### src/rtl/country_car_detector.sv
// -----------------------------------------------------------------------------
// country_car_detector
//
// Conditions the raw country-road loop sensor into the caroncountry request
// consumed by signal_control. The raw loop is synchronized, debounced, and
// turned into arrival/departure events that drive a saturating waiting-car
// counter.
//
// Ports:
//   clk           single clock, rising edge
//   clr           synchronous active-high reset
//   loop_raw      asynchronous loop detector, 1 = metal present
//   csig          country signal from signal_control (00 RED, 01 YELLOW,
//                 10 GREEN, 11 treated as not GREEN)
//   caroncountry  1 while at least one car is queued
//   car_count     number of queued cars (saturates at 2^CNT_W-1)
//   overflow      sticky: an arrival was seen while car_count was saturated
//
// Build option:
//   STUCK_TIMEOUT_EN  when defined, compiles in a timer that clears the queue
//                     after TIMEOUT_CYCLES GREEN cycles without a departure.
// -----------------------------------------------------------------------------
module country_car_detector #(
    parameter int DEBOUNCE_CYCLES = 4,
    parameter int TIMEOUT_CYCLES  = 64,
    parameter int CNT_W           = 4
) (
    input  logic             clk,
    input  logic             clr,
    input  logic             loop_raw,
    input  logic [1:0]       csig,
    output logic             caroncountry,
    output logic [CNT_W-1:0] car_count,
    output logic             overflow
);

    localparam logic [1:0]       CSIG_GREEN = 2'b10;
    localparam logic [CNT_W-1:0] CNT_MAX    = '1;
    localparam logic [7:0]       DEB_TC     = 8'(DEBOUNCE_CYCLES);

    logic             sync_1;
    logic             sync_2;
    logic             deb_level;
    logic [7:0]       stab_cnt;
    logic [7:0]       stab_cnt_inc;
    logic             deb_toggle;
    logic             arrive;
    logic             depart;
    logic             green;
    logic             timeout_hit;
    logic [CNT_W-1:0] count_next;
    logic             overflow_next;

    // Two-flop synchronizer for the asynchronous loop input
    always_ff @(posedge clk) begin
        if (clr) begin
            sync_1 <= 1'b0;
            sync_2 <= 1'b0;
        end else begin
            sync_1 <= loop_raw;
            sync_2 <= sync_1;
        end
    end

    // Stability counter runs only while the synchronized sample disagrees with
    // the debounced level; the level flips on the cycle the count is reached.
    assign stab_cnt_inc = stab_cnt + 8'd1;
    assign deb_toggle   = (sync_2 != deb_level) && (stab_cnt_inc == DEB_TC);

    always_ff @(posedge clk) begin
        if (clr) begin
            deb_level <= 1'b0;
            stab_cnt  <= 8'd0;
        end else if (sync_2 != deb_level) begin
            if (deb_toggle) begin
                deb_level <= ~deb_level;
                stab_cnt  <= 8'd0;
            end else begin
                stab_cnt  <= stab_cnt_inc;
            end
        end else begin
            stab_cnt <= 8'd0;
        end
    end

    assign green  = (csig == CSIG_GREEN);
    assign arrive = deb_toggle & ~deb_level;
    assign depart = deb_toggle &  deb_level & green;

`ifdef STUCK_TIMEOUT_EN
    logic [15:0] timer;
    logic [15:0] timer_inc;

    assign timer_inc   = timer + 16'd1;
    // A departure restarts the wait, so it can never coincide with a timeout.
    assign timeout_hit = green && (car_count != '0) && !depart &&
                         (timer_inc == 16'(TIMEOUT_CYCLES));

    always_ff @(posedge clk) begin
        if (clr) begin
            timer <= 16'd0;
        end else if (!green || (car_count == '0) || depart || timeout_hit) begin
            timer <= 16'd0;
        end else begin
            timer <= timer_inc;
        end
    end
`else
    // No timer: the queue moves only on arrivals and departures.
    assign timeout_hit = 1'b0;
`endif

    always_comb begin
        count_next    = car_count;
        overflow_next = overflow;
        if (arrive) begin
            if (car_count == CNT_MAX) begin
                overflow_next = 1'b1;
            end else begin
                count_next = car_count + CNT_W'(1);
            end
        end else if (depart) begin
            if (car_count != '0) begin
                count_next = car_count - CNT_W'(1);
            end
        end
        // A car arriving on the timeout edge is the only one left waiting.
        if (timeout_hit) begin
            count_next = arrive ? CNT_W'(1) : '0;
        end
    end

    always_ff @(posedge clk) begin
        if (clr) begin
            car_count <= '0;
            overflow  <= 1'b0;
        end else begin
            car_count <= count_next;
            overflow  <= overflow_next;
        end
    end

    assign caroncountry = (car_count != '0);

endmodule

### config.mk
export PLATFORM = sky130hd
export DESIGN_NAME = country_car_detector
export DESIGN_NICKNAME = d
export VERILOG_FILES = /design/src/rtl/country_car_detector.sv
export SDC_FILE = /design/constraint.sdc
export NUM_CORES = 1
export LEC_CHECK = 0
export ABC_AREA = 1
export CAP_MARGIN = 25
export CORE_MARGIN = 3
export CORE_UTILIZATION = 35
export DETAILED_ROUTE_END_ITERATION = 12
export DONT_BUFFER_PORTS = 1
export GPL_TIMING_DRIVEN = 0
export SLEW_MARGIN = 20
export SYNTH_ARGS = -nofsm -noshare
export SYNTH_HDL_FRONTEND = slang
export SYNTH_SLANG_ARGS = --single-unit
### constraint.sdc
create_clock -name clk -period 2.65 [get_ports clk]
set_clock_uncertainty 0.15 [all_clocks]
set_input_delay 0.6625 -clock clk [delete_from_list [all_inputs] [get_ports clk]]
set_output_delay 0.6625 -clock clk [all_outputs]
set_load 0.03 [all_outputs]
======== Word-level counts from Yosys, hierarchy flattened ========
Cells that the tools add are included.
operators by class
  add/subtract/negate cells ............... 3
  multiply operators ...................... 0
  divide/modulo/power cells ............... 0
  $lt $le $gt $ge ......................... 0
  equal/unequal tests ..................... 5
  shift operators ......................... 0
  muxes and demuxes ....................... 4
  bitwise gates (word level) .............. 5
  reductions and logical operators ........ 8
operators by type and width
  operator                                                               count
  4-bit two-way mux                                                      4
  8-bit by 1-bit adder with 8-bit output, second input constant          1
  8-bit by 3-bit equality test with 1-bit output, second input constant  1
  4-bit by 1-bit adder with 4-bit output, second input constant          1
  4-bit equality test, second input constant                             1
  2-bit AND reduction                                                    2
  2-bit nonzero test                                                     2
  4-bit nonzero test                                                     1
  4-bit by 1-bit subtractor with 4-bit output, second input constant     1
  1-bit AND                                                              3
  3-bit AND reduction                                                    1
  3-bit OR reduction                                                     1
  2-bit equality test, second input constant                             1
  2-bit != test, second input constant                                   1
  1-bit inverter                                                         2
  1-bit logical AND                                                      1
  1-bit != test                                                          1
word-level totals
  register bits after elaboration ......... 16
  bits in latches ......................... 0
  bits in writable memories ............... 0
  memory bits (read-only) ................. 0
  input bits .............................. 5
  output and inout bits ................... 6
  logic and storage cells ................. 31
  memories kept ........................... 0

======== Depth between registers and ports, before layout ========
Gate-level depths: netlist (run 1).
  word-level depth ........................ 7
  gate-level depth with buffers ........... 16
  mapped depth without buffers ............ 16

======== Worst setup path before layout (run 1) ========
No wires, ideal clock.
  kind .................................... flip-flop to flip-flop
  from .................................... register stab_cnt[0]
  to ...................................... register car_count[3]
  arrival ................................. 2141 ps
  path slack .............................. 249 ps
  cell stages (with the launch flop) ...... 16
  buffers on the path ..................... 0
  path through ............................ dfxtp_1 > ha_1 > nand2_1 > nor2_1 > nand2_1 > nand2_1 > nand2_2 > nor2_8 > nand2_2 > ha_1 > a21oi_1 > nand2_1 > xor2_1 > nand4_1 > nand2_1 > nor2_1
between the ends
  cells in the longest elaborated chain, start to end .. 7
  elaborated cells on any way between the ends .. 11
ends and longest elaborated chain
  element                                             RTL line  text
  start, declared                                     44        logic [7:0] stab_cnt;
  start signal, assigned                              79        stab_cnt <= stab_cnt_inc;
  8-bit by 1-bit adder with 8-bit output (*)          67        assign stab_cnt_inc = stab_cnt + 8'd1;
  8-bit by 3-bit equality test with 1-bit output (*)  68        assign deb_toggle = (sync_2 != deb_level) && (stab_cnt_inc == DEB_TC);
  1-bit logical AND (*)                               68
  1-bit AND (2 in a row)                              88        assign depart = deb_toggle & deb_level & green;
  2-bit nonzero test (no line)                        n/a
  3-bit AND reduction (no line)                       n/a
  end signal, assigned                                138       car_count <= count_next;
  end, declared                                       33        output logic [CNT_W-1:0] car_count,
Every way passes the cells marked *; elsewhere a longest branch is shown, timed or not.
A chain may end at the register's enable or synchronous reset.

======== Final worst setup path (run 1) ========
Same ends and word-level chain as after synthesis.

==> run metrics, run 1 <==
Combinational Power Share=1.8%; Critical Path RT=2730 ps; cts bufs inserted=3; Synth area leader=dfxtp_1; Hold Vio Cnt, Final=0; Die ar.=3130 µm²; vias in the first global route=669; Highest Signal Layer=met4; Sink Count=16; Die W=56.0 µm; Reg2Reg Depth=16; core box area=2300 µm²; actual slew at the worst max-slew pin=526 ps; Layout area overhead=15.3%; hold_sp=sync_1; Seq pwr share=59.1%; Switching Fraction=20.1%; critical path class=flop to flop; syn_nets=134; Multi-input gate area=493 µm²; Mapped Cells=125; Clock transition at path regs=90 ps; Top FF cell, synth=dfxtp_1; total gr overflow=0; final-report max-slew violation count=0; max_cap viols=0; CP endpoint=car_count[3]; initial antenna violation count=0; Leakage=0.000412 µW; clock share of power=39.1%; largest net degree at the start of global routing=10; Max VDD drop=0.330 mV; CTS root buf=clkbuf_4; drt pass-1 iters=4; number of flops mapped to enable cells by yosys=0; Tot GR Track Use=10.9%; worst setup path startpoint=stab_cnt[0]; Clock H-tree levels=1; Final Cell Area=1010 µm²; detailed-placement wirelength estimate=1240 µm; Post-Layout Cell Count=161; reg2reg start=stab_cnt[0]; Int Power=328 µW; Remaining DRCs=0; met1 wire length=731 µm; Max FO, Critical Path=5; Worst Setup End Kind=flop; fin nets=143; area of the mapped netlist=873 µm²; first-pass GRT wire length=2720 µm; IO Port Bufs=0; sw power=82.6 µW; DR vias/cell=4.62; Placed Instance Area=908 µm²; worst hold margin=254 ps; fin crit period=2440 ps; Placer Congestion=0.757; share of the synthesized area in the top cell type=36.7%; CTS tree=done; Slew HR=64.9%; f_max=409 MHz; Rows=17; PwrDens=408 nW/µm²; count leader, synth=nand2_1; crit path DAT=2520 ps; RSZ-0062 raised after global routing=no; Fill cells=243; Seq/Total Area, Yosys=36.7%; Routed wire per std cell=9.94 µm; asr flop ratio synth=0%; post-synth cell types=20; ANT cells=0; number of nets still failing antenna checks after routing=0; Critical R2R Capture=car_count[3]; Storage cell area=323 µm²; Post-CTS Hold Buffers=0; hold crit path type=flop to flop; most instantiated cells after synthesis=nand2_1, inv_1, dfxtp_1, nor2_1, nand3_1; routed wire length=1600 µm; synth top area cells=dfxtp_1, nand2_1, inv_1, nor2_1, nand3_1; Startpoint Class=flop; deepest clock path buffer count=2; flop-to-flop setup slack=210 ps; Initial Utilization=38.0%; Die Y=56.0 µm; YS warnings=0; Clk Latency, worst-skew pair=290 ps; syn avg cell area=6.99 µm²; placed cells=153; flops & latches, synth=16; Via Count=744; routed wl met2=755 µm; DR iter-0 viols=9; DR WL met3=89 µm; # IOs=11; period utilization=92.3%; final setup violation count=0; run status=finished clean; layout cells sized above 1=20.3%
==> how the worst min path moves through the flow <==
stage	to	slack, ps	depth (start not counted)
after CTS	sync_2	260	2
after detailed placement	sync_2	240	2
after floorplan	sync_2	240	2
after global routing	overflow	260	1
final	sync_2	250	2
after global placement	sync_2	240	2
==> cell type report <==
type / count / share of cell area (%)
tap: 28 / 3.48
clock buffer: 4 / 3.60
multi-input combinational: 85 / 48.9
timing repair buffer: 4 / 2.98
sequential: 16 / 32.0
inverter: 24 / 8.94
==> layout by cell type, fill, tap and decap left out, drive strengths merged <==
master,n
clkbuf,4
nor2,20
a21oi,7
ha,3
xor2,2
buf,4
o21ai,2
dfxtp,16
nand3b,1
fa,1
nand4,4
nand2,35
inv,24
nand3,9
o21bai,1
==> critical path, cell delays in order (launching register included) <==
cell	delay, ps
dfxtp_2	360
ha_2	210
nand3_1	90
nand2_1	90
nand2_1	60
nor2_1	110
nand2_2	100
nor2_8	160
nand2_4	90
ha_4	290
nand3_1	80
nand2_2	130
xor2_2	180
nand3_2	80
nand2_1	80
inv_1	40
nor2_1	80
==> timing repair <==
action                     4_1_cts  5_1_grt
buffers inserted                 0        4
gates resized for setup          2        5
setup endpoints to repair        1        1
pin swaps                        1        2
==> kinds of logic (layout without fill, tap and decap cells) <==
logic type | count (synthesis) | after routing | share of synthesized area [%]
fa+ha+maj | 4 | 4 | 6.59
xor+xnor | 2 | 2 | 2.01
flops | 16 | 16 | 36.7
buf+inv | 24 | 32 | 10.3
simple gates | 69 | 69 | 38.4
compound gates | 10 | 10 | 6.02
==> metal layers <==
metal	global-route usage (%)	vias to the layer above
met1	12.2	329
li1	-	398
met3	5.10	5
met4	4.07	0
met2	18.1	12
met5	0	-
==> flip-flops by register name (all words and copies together), names as in the netlist <==
| name | flops |
|---|---|
| stab_cnt | 8 |
| car_count | 4 |
| deb_level | 1 |
| overflow | 1 |
| sync_1 | 1 |
| sync_2 | 1 |
==> per-stage QoR <==
| stage | setup TNS [ps] | total power [µW] | utilization (%) | worst slack [ps] |
|---|---|---|---|---|
| 6_report | 0 | 411 | 43.8 | 205 |
| 5_1_grt | 0 | 432 | 43.8 | 4.57 |
| 4_1_cts | 0 | 422 | 41.6 | 2.85 |
| 3_5_place_dp | -20.3 | 256 | 39.5 | -20.3 |
| 3_3_place_gp | 0 | 256 | 39.5 | 60.4 |
| 2_1_floorplan | 0 | 255 | - | 249 |
==> power groups by stage <==
stage          logic [µW]  registers [µW]  clock network, µW
3_5_place_dp         7.51             249                  0
4_1_cts              7.57             243                172
3_3_place_gp         7.38             249                  0
5_1_grt              8.77             243                179
6_report             7.35             243                161
2_1_floorplan        6.11             248                  0
No activity file was read; power rests on OpenSTA's default activity.
==> run 2: changes to the inputs <==
GPL_TIMING_DRIVEN = not set   (was 0)
==> run metrics, run 2 (synthesis gave the netlist of run 1 again) <==
Reg with most FFs=stab_cnt (unchanged); initial antenna violation count=0 (unchanged); Placer Congestion=0.726 (was 0.757); final-report max-slew violation count=0 (unchanged); Via Count=719 (was 744); commonest cells after routing, fill and taps aside=nand2_1, inv_1, nor2_1 (unchanged); CTS tree=done (unchanged); actual slew at the worst max-slew pin=491 ps (was 526 ps); drt pass-1 iters=4 (unchanged); CP Cell Sequence=ha_4 -> nand3_1 -> nand2_1 -> nand2_1 -> nor2_1 -> nand2_2 -> nor2_8 -> nand2_2 -> ha_1 -> nand3_1 -> nand2_1 -> xor2_2 -> nand3_2 -> nand2_1 -> inv_1 -> nor2_1 (was ha_2 -> nand3_1 -> nand2_1 -> nand2_1 -> nor2_1 -> nand2_2 -> nor2_8 -> nand2_4 -> ha_4 -> nand3_1 -> nand2_2 -> xor2_2 -> nand3_2 -> nand2_1 -> inv_1 -> nor2_1); Hold Vio Cnt, Final=0 (unchanged); number of nets still failing antenna checks after routing=0 (unchanged); Initial Utilization=38.0% (unchanged); Regs by FF count=stab_cnt (8), car_count (4) (unchanged); Die Y=56.0 µm (unchanged); # IOs=11 (unchanged); vias in the first global route=716 (was 669); post-route setup slack=244 ps (was 205 ps); Post-CTS Setup Bufs=0 (unchanged); DR iter-0 viols=6 (was 9); Leakage=0.000394 µW (was 0.000412 µW); Die ar.=3130 µm² (unchanged); routed wire length=1590 µm (was 1600 µm); crit path DAT=2490 ps (was 2520 ps); period utilization=90.8% (was 92.3%); Max VDD drop=0.276 mV (was 0.330 mV); Post-CTS Hold Buffers=0 (unchanged); Layout area overhead=11.6% (was 15.3%); Slew HR=67.2% (was 64.9%); cts bufs inserted=3 (unchanged); deepest clock path buffer count=2 (unchanged); Sink Count=16 (unchanged); Routed wire per std cell=10.1 µm (was 9.94 µm); Clk Latency, worst-skew pair=290 ps (about the same); hold crit path type=flop to flop (unchanged); final setup violation count=0 (unchanged); reg2reg start=stab_cnt[0] (unchanged); critical path class=flop to flop (unchanged); CP max stage cell=dfxtp_4 (was dfxtp_2); CTS root buf=clkbuf_4 (unchanged); Clock H-tree levels=1 (unchanged); fin crit period=2410 ps (was 2440 ps); Final Cell Area=975 µm² (was 1010 µm²); max_cap viols=0 (unchanged); core box area=2300 µm² (unchanged); ANT cells=0 (unchanged); Startpoint Class=flop (unchanged); Worst Setup End Kind=flop (unchanged); hold_sp=sync_1 (unchanged); RSZ-0062 raised after global routing=no (unchanged); post-CTS resize count=0 (was 2); Slowest Stage Delay on Critical Path=380 ps (was 360 ps); Clock transition at path regs=90 ps (about the same); Rows=17 (unchanged); layout cells sized above 1=17.7% (was 20.3%); Placed Instance Area=923 µm² (was 908 µm²); Critical Path RT=2730 ps (about the same); Fill cells=249 (was 243); Tot GR Track Use=11.3% (was 10.9%); worst setup path startpoint=stab_cnt[0] (unchanged); worst hold margin=258 ps (was 254 ps); DR vias/cell=4.55 (was 4.62); commonest non-fill, non-tap cell in the layout=nand2_1 (unchanged); PwrDens=387 nW/µm² (was 408 nW/µm²); detailed-placement wirelength estimate=1240 µm (about the same); f_max=416 MHz (was 409 MHz); fin nets=141 (was 143); setup TNS=0 ps (unchanged); Remaining DRCs=0 (unchanged); Die W=56.0 µm (unchanged); most used cell, CP=nand2_1 (unchanged); Max FO, Critical Path=4 (was 5); total gr overflow=0 (unchanged); pre-CTS setup slack=118 ps (was -20.3 ps); largest net degree at the start of global routing=9 (was 10); first-pass GRT wire length=2790 µm (was 2720 µm); IO Port Bufs=0 (unchanged); run status=finished clean (unchanged); Largest register FFs=8 (unchanged)
## run 2: changes by cell type in the layout (fill, tap and decap cells not counted)
cell      change
a21oi_2       +1
clkbuf_8      -1
dfxtp_2       -1
ha_2          -1
ha_1          +1
buf_4         -2
nand2_1       +1
nand2_4       -1
a21oi_1       -1
dfxtp_4       +1
## run 2: per-layer routing
metal | GRT usage, % | wire length (µm) | share of wire (%)
met5 | 0 | 0 | 0
met4 | 4.07 | 29 | 1.8
met3 | 5.10 | 87 | 5.5
met2 | 18.9 | 761 | 48
met1 | 12.5 | 711 | 45
## run 2: worst paths after layout
kind	slack, ps	cells past startpoint	to
hold reg to reg	260	2	sync_2
hold / removal	260	2	sync_2
setup / recovery	240	16	car_count[3]
setup reg to reg	240	16	car_count[3]
## run 2: stage by stage
step | total power (µW) | instances | util [%]
floorplan | 255 | 125 | -
global placement | 256 | 155 | 40.2
detailed placement | 256 | 155 | 40.2
CTS | 386 | 158 | 41.2
global route | 392 | 158 | 42.4
finish | 377 | 158 | 42.4
## run 2: area by class of cell
class                   instances  area, µm²  area share [%]
clock buffers                   3       22.5            2.31
inverters                      24       90.1            9.24
multi-input cells              85        487            49.9
flip-flops and latches         16        325            33.4
well taps                      28       35.0            3.59
repair buffers                  2       15.0            1.54
## run 2: power by group
part / internal (µW) / switching, µW
clock network: 52.9 / 74.6
logic: 2.66 / 4.72
registers: 241 / 1.14
total: 297 / 80.5
## run 2: worst max-delay path, delay by kind of cell (launching register included)
family / cells / cell delay [ps]
xor+xnor: 1 / 180
fa+ha+maj: 2 / 500
buf+inv: 1 / 40
flops: 1 / 380
simple gates: 12 / 1110
==> run 3: changes to the inputs <==
clock period = 2.7 ns   (was 2.65 ns; I/O delays follow)
==> run metrics, run 3 (synthesis gave the netlist of run 1 again) <==
initial antenna violation count=0 (unchanged); Post-CTS Hold Buffers=0 (unchanged); Sink Count=16 (unchanged); final-report max-slew violation count=0 (unchanged); core box area=2300 µm² (unchanged); Startpoint Class=flop (unchanged); Die ar.=3130 µm² (unchanged); Largest register FFs=8 (unchanged); Slew HR=66.5% (was 67.2%); max_cap viols=0 (unchanged); actual slew at the worst max-slew pin=502 ps (was 491 ps); Placed Instance Area=923 µm² (unchanged); DR iter-0 viols=12 (was 6); Hold Vio Cnt, Final=0 (unchanged); Fill cells=232 (was 249); Remaining DRCs=0 (unchanged); f_max=409 MHz (was 416 MHz); Layout area overhead=9.31% (was 11.6%); GR Util met3=4.64% (was 5.10%); final setup violation count=0 (unchanged); routed wire length=1590 µm (about the same); RSZ-0062 raised after global routing=no (unchanged); grt met1 use=13.2% (was 12.5%); deepest clock path buffer count=2 (unchanged); total gr overflow=0 (unchanged); Routed wire per std cell=10.1 µm (about the same); Tot GR Track Use=11.3% (about the same); Reg with most FFs=stab_cnt (unchanged); Via Count=721 (was 719); busiest grt layer=met2 (unchanged); Regs by FF count=stab_cnt (8), car_count (4) (unchanged); ANT cells=0 (unchanged); critical path class=flop to flop (unchanged); fin crit period=2440 ps (was 2410 ps); Initial Utilization=38.0% (unchanged); detailed-placement wirelength estimate=1250 µm (was 1240 µm); drt pass-1 iters=6 (was 4); cts bufs inserted=3 (unchanged); hold crit path type=flop to flop (unchanged); Final Cell Area=955 µm² (was 975 µm²); CTS tree=done (unchanged); Placer Congestion=0.716 (was 0.726); Die W=56.0 µm (unchanged); commonest non-fill, non-tap cell in the layout=nand2_1 (unchanged); Leakage=0.000395 µW (was 0.000394 µW); Clock transition at path regs=90 ps (about the same); run status=finished clean (unchanged); DR vias/cell=4.56 (was 4.55); vias in the first global route=666 (was 716); Worst Setup End Kind=flop (unchanged); Clock H-tree levels=1 (unchanged); # IOs=11 (unchanged); GR Util met2=18.6% (was 18.9%); Clk Latency, worst-skew pair=280 ps (was 290 ps); Max VDD drop=0.349 mV (was 0.276 mV); fin nets=141 (unchanged); IO Port Bufs=0 (unchanged); Max FO, Critical Path=4 (unchanged); period utilization=90.5% (was 90.8%); setup TNS=0 ps (unchanged); Die Y=56.0 µm (unchanged); Critical Path RT=2780 ps (was 2730 ps); Rows=17 (unchanged); commonest cells after routing, fill and taps aside=nand2_1, inv_1, nor2_1 (unchanged); CTS root buf=clkbuf_4 (unchanged); largest net degree at the start of global routing=9 (unchanged); crit path DAT=2530 ps (was 2490 ps); number of nets still failing antenna checks after routing=0 (unchanged); PwrDens=388 nW/µm² (was 387 nW/µm²); layout cells sized above 1=15.4% (was 17.7%); first-pass GRT wire length=2820 µm (was 2790 µm)
-- run 3: cell counts in the layout (fill, tap and decap cells not counted) --
No cell type changed its count.
-- run 3: layout make-up --
| cell class | instances | area (µm²) | area share, % |
|---|---|---|---|
| flip-flops and latches | 16 | 322 | 33.7 |
| multi-input cells | 85 | 470 | 49.3 |
| clock buffers | 3 | 22.5 | 2.36 |
| well taps | 28 | 35.0 | 3.67 |
| repair buffers | 2 | 15.0 | 1.57 |
| inverters | 24 | 90.1 | 9.44 |
-- run 3: final timing paths --
path               startpoint            to  slack (ps)  depth (start not counted)
setup / recovery  stab_cnt[1]  car_count[3]         260                         16
hold / removal         sync_1        sync_2         260                          2
setup reg to reg  stab_cnt[1]  car_count[3]         260                         16
hold reg to reg        sync_1        sync_2         260                          2
-- run 3: stage by stage --
stage	setup WS, ps	hold slack, ps	util, %	power [µW]	instances
finish	256	258	41.6	371	158
global route	3.48	278	41.6	389	158
CTS	154	264	41.2	378	158
detailed placement	179	250	40.2	251	155
global placement	246	243	40.2	251	155
floorplan	299	238	-	250	125
-- run 3: power by group --
group	leakage [µW]	internal, µW	switching (µW)
Combinational	0.000251	2.52	4.61
Sequential	0.000130	238	0.893
Clock	0.0000138	51.8	73.2
-- run 3: repair_timing --
item,4_1_cts,5_1_grt
resized for setup,0,2
setup buffers,0,0
hold endpoints to repair,0,0
endpoints found under the setup margin,0,1
-- run 3: worst max-delay path, cell delays in order (launching register included) --
cell	delay [ps]
dfxtp_1	350
ha_1	200
nand2_1	100
nor2_1	120
nand2_1	70
nand2_1	80
nand2_2	90
nor2_8	120
nand2_2	90
ha_1	330
a21oi_1	160
nand2_1	100
xor2_2	170
nand3_2	80
nand2_1	70
inv_1	40
nor2_1	80
-- run 3: per-layer routing --
metal	vias to the layer above	part of all wire, %
met3	4	5.3
li1	396	-
met4	0	1.3
met1	306	49
met5	-	0
met2	15	45
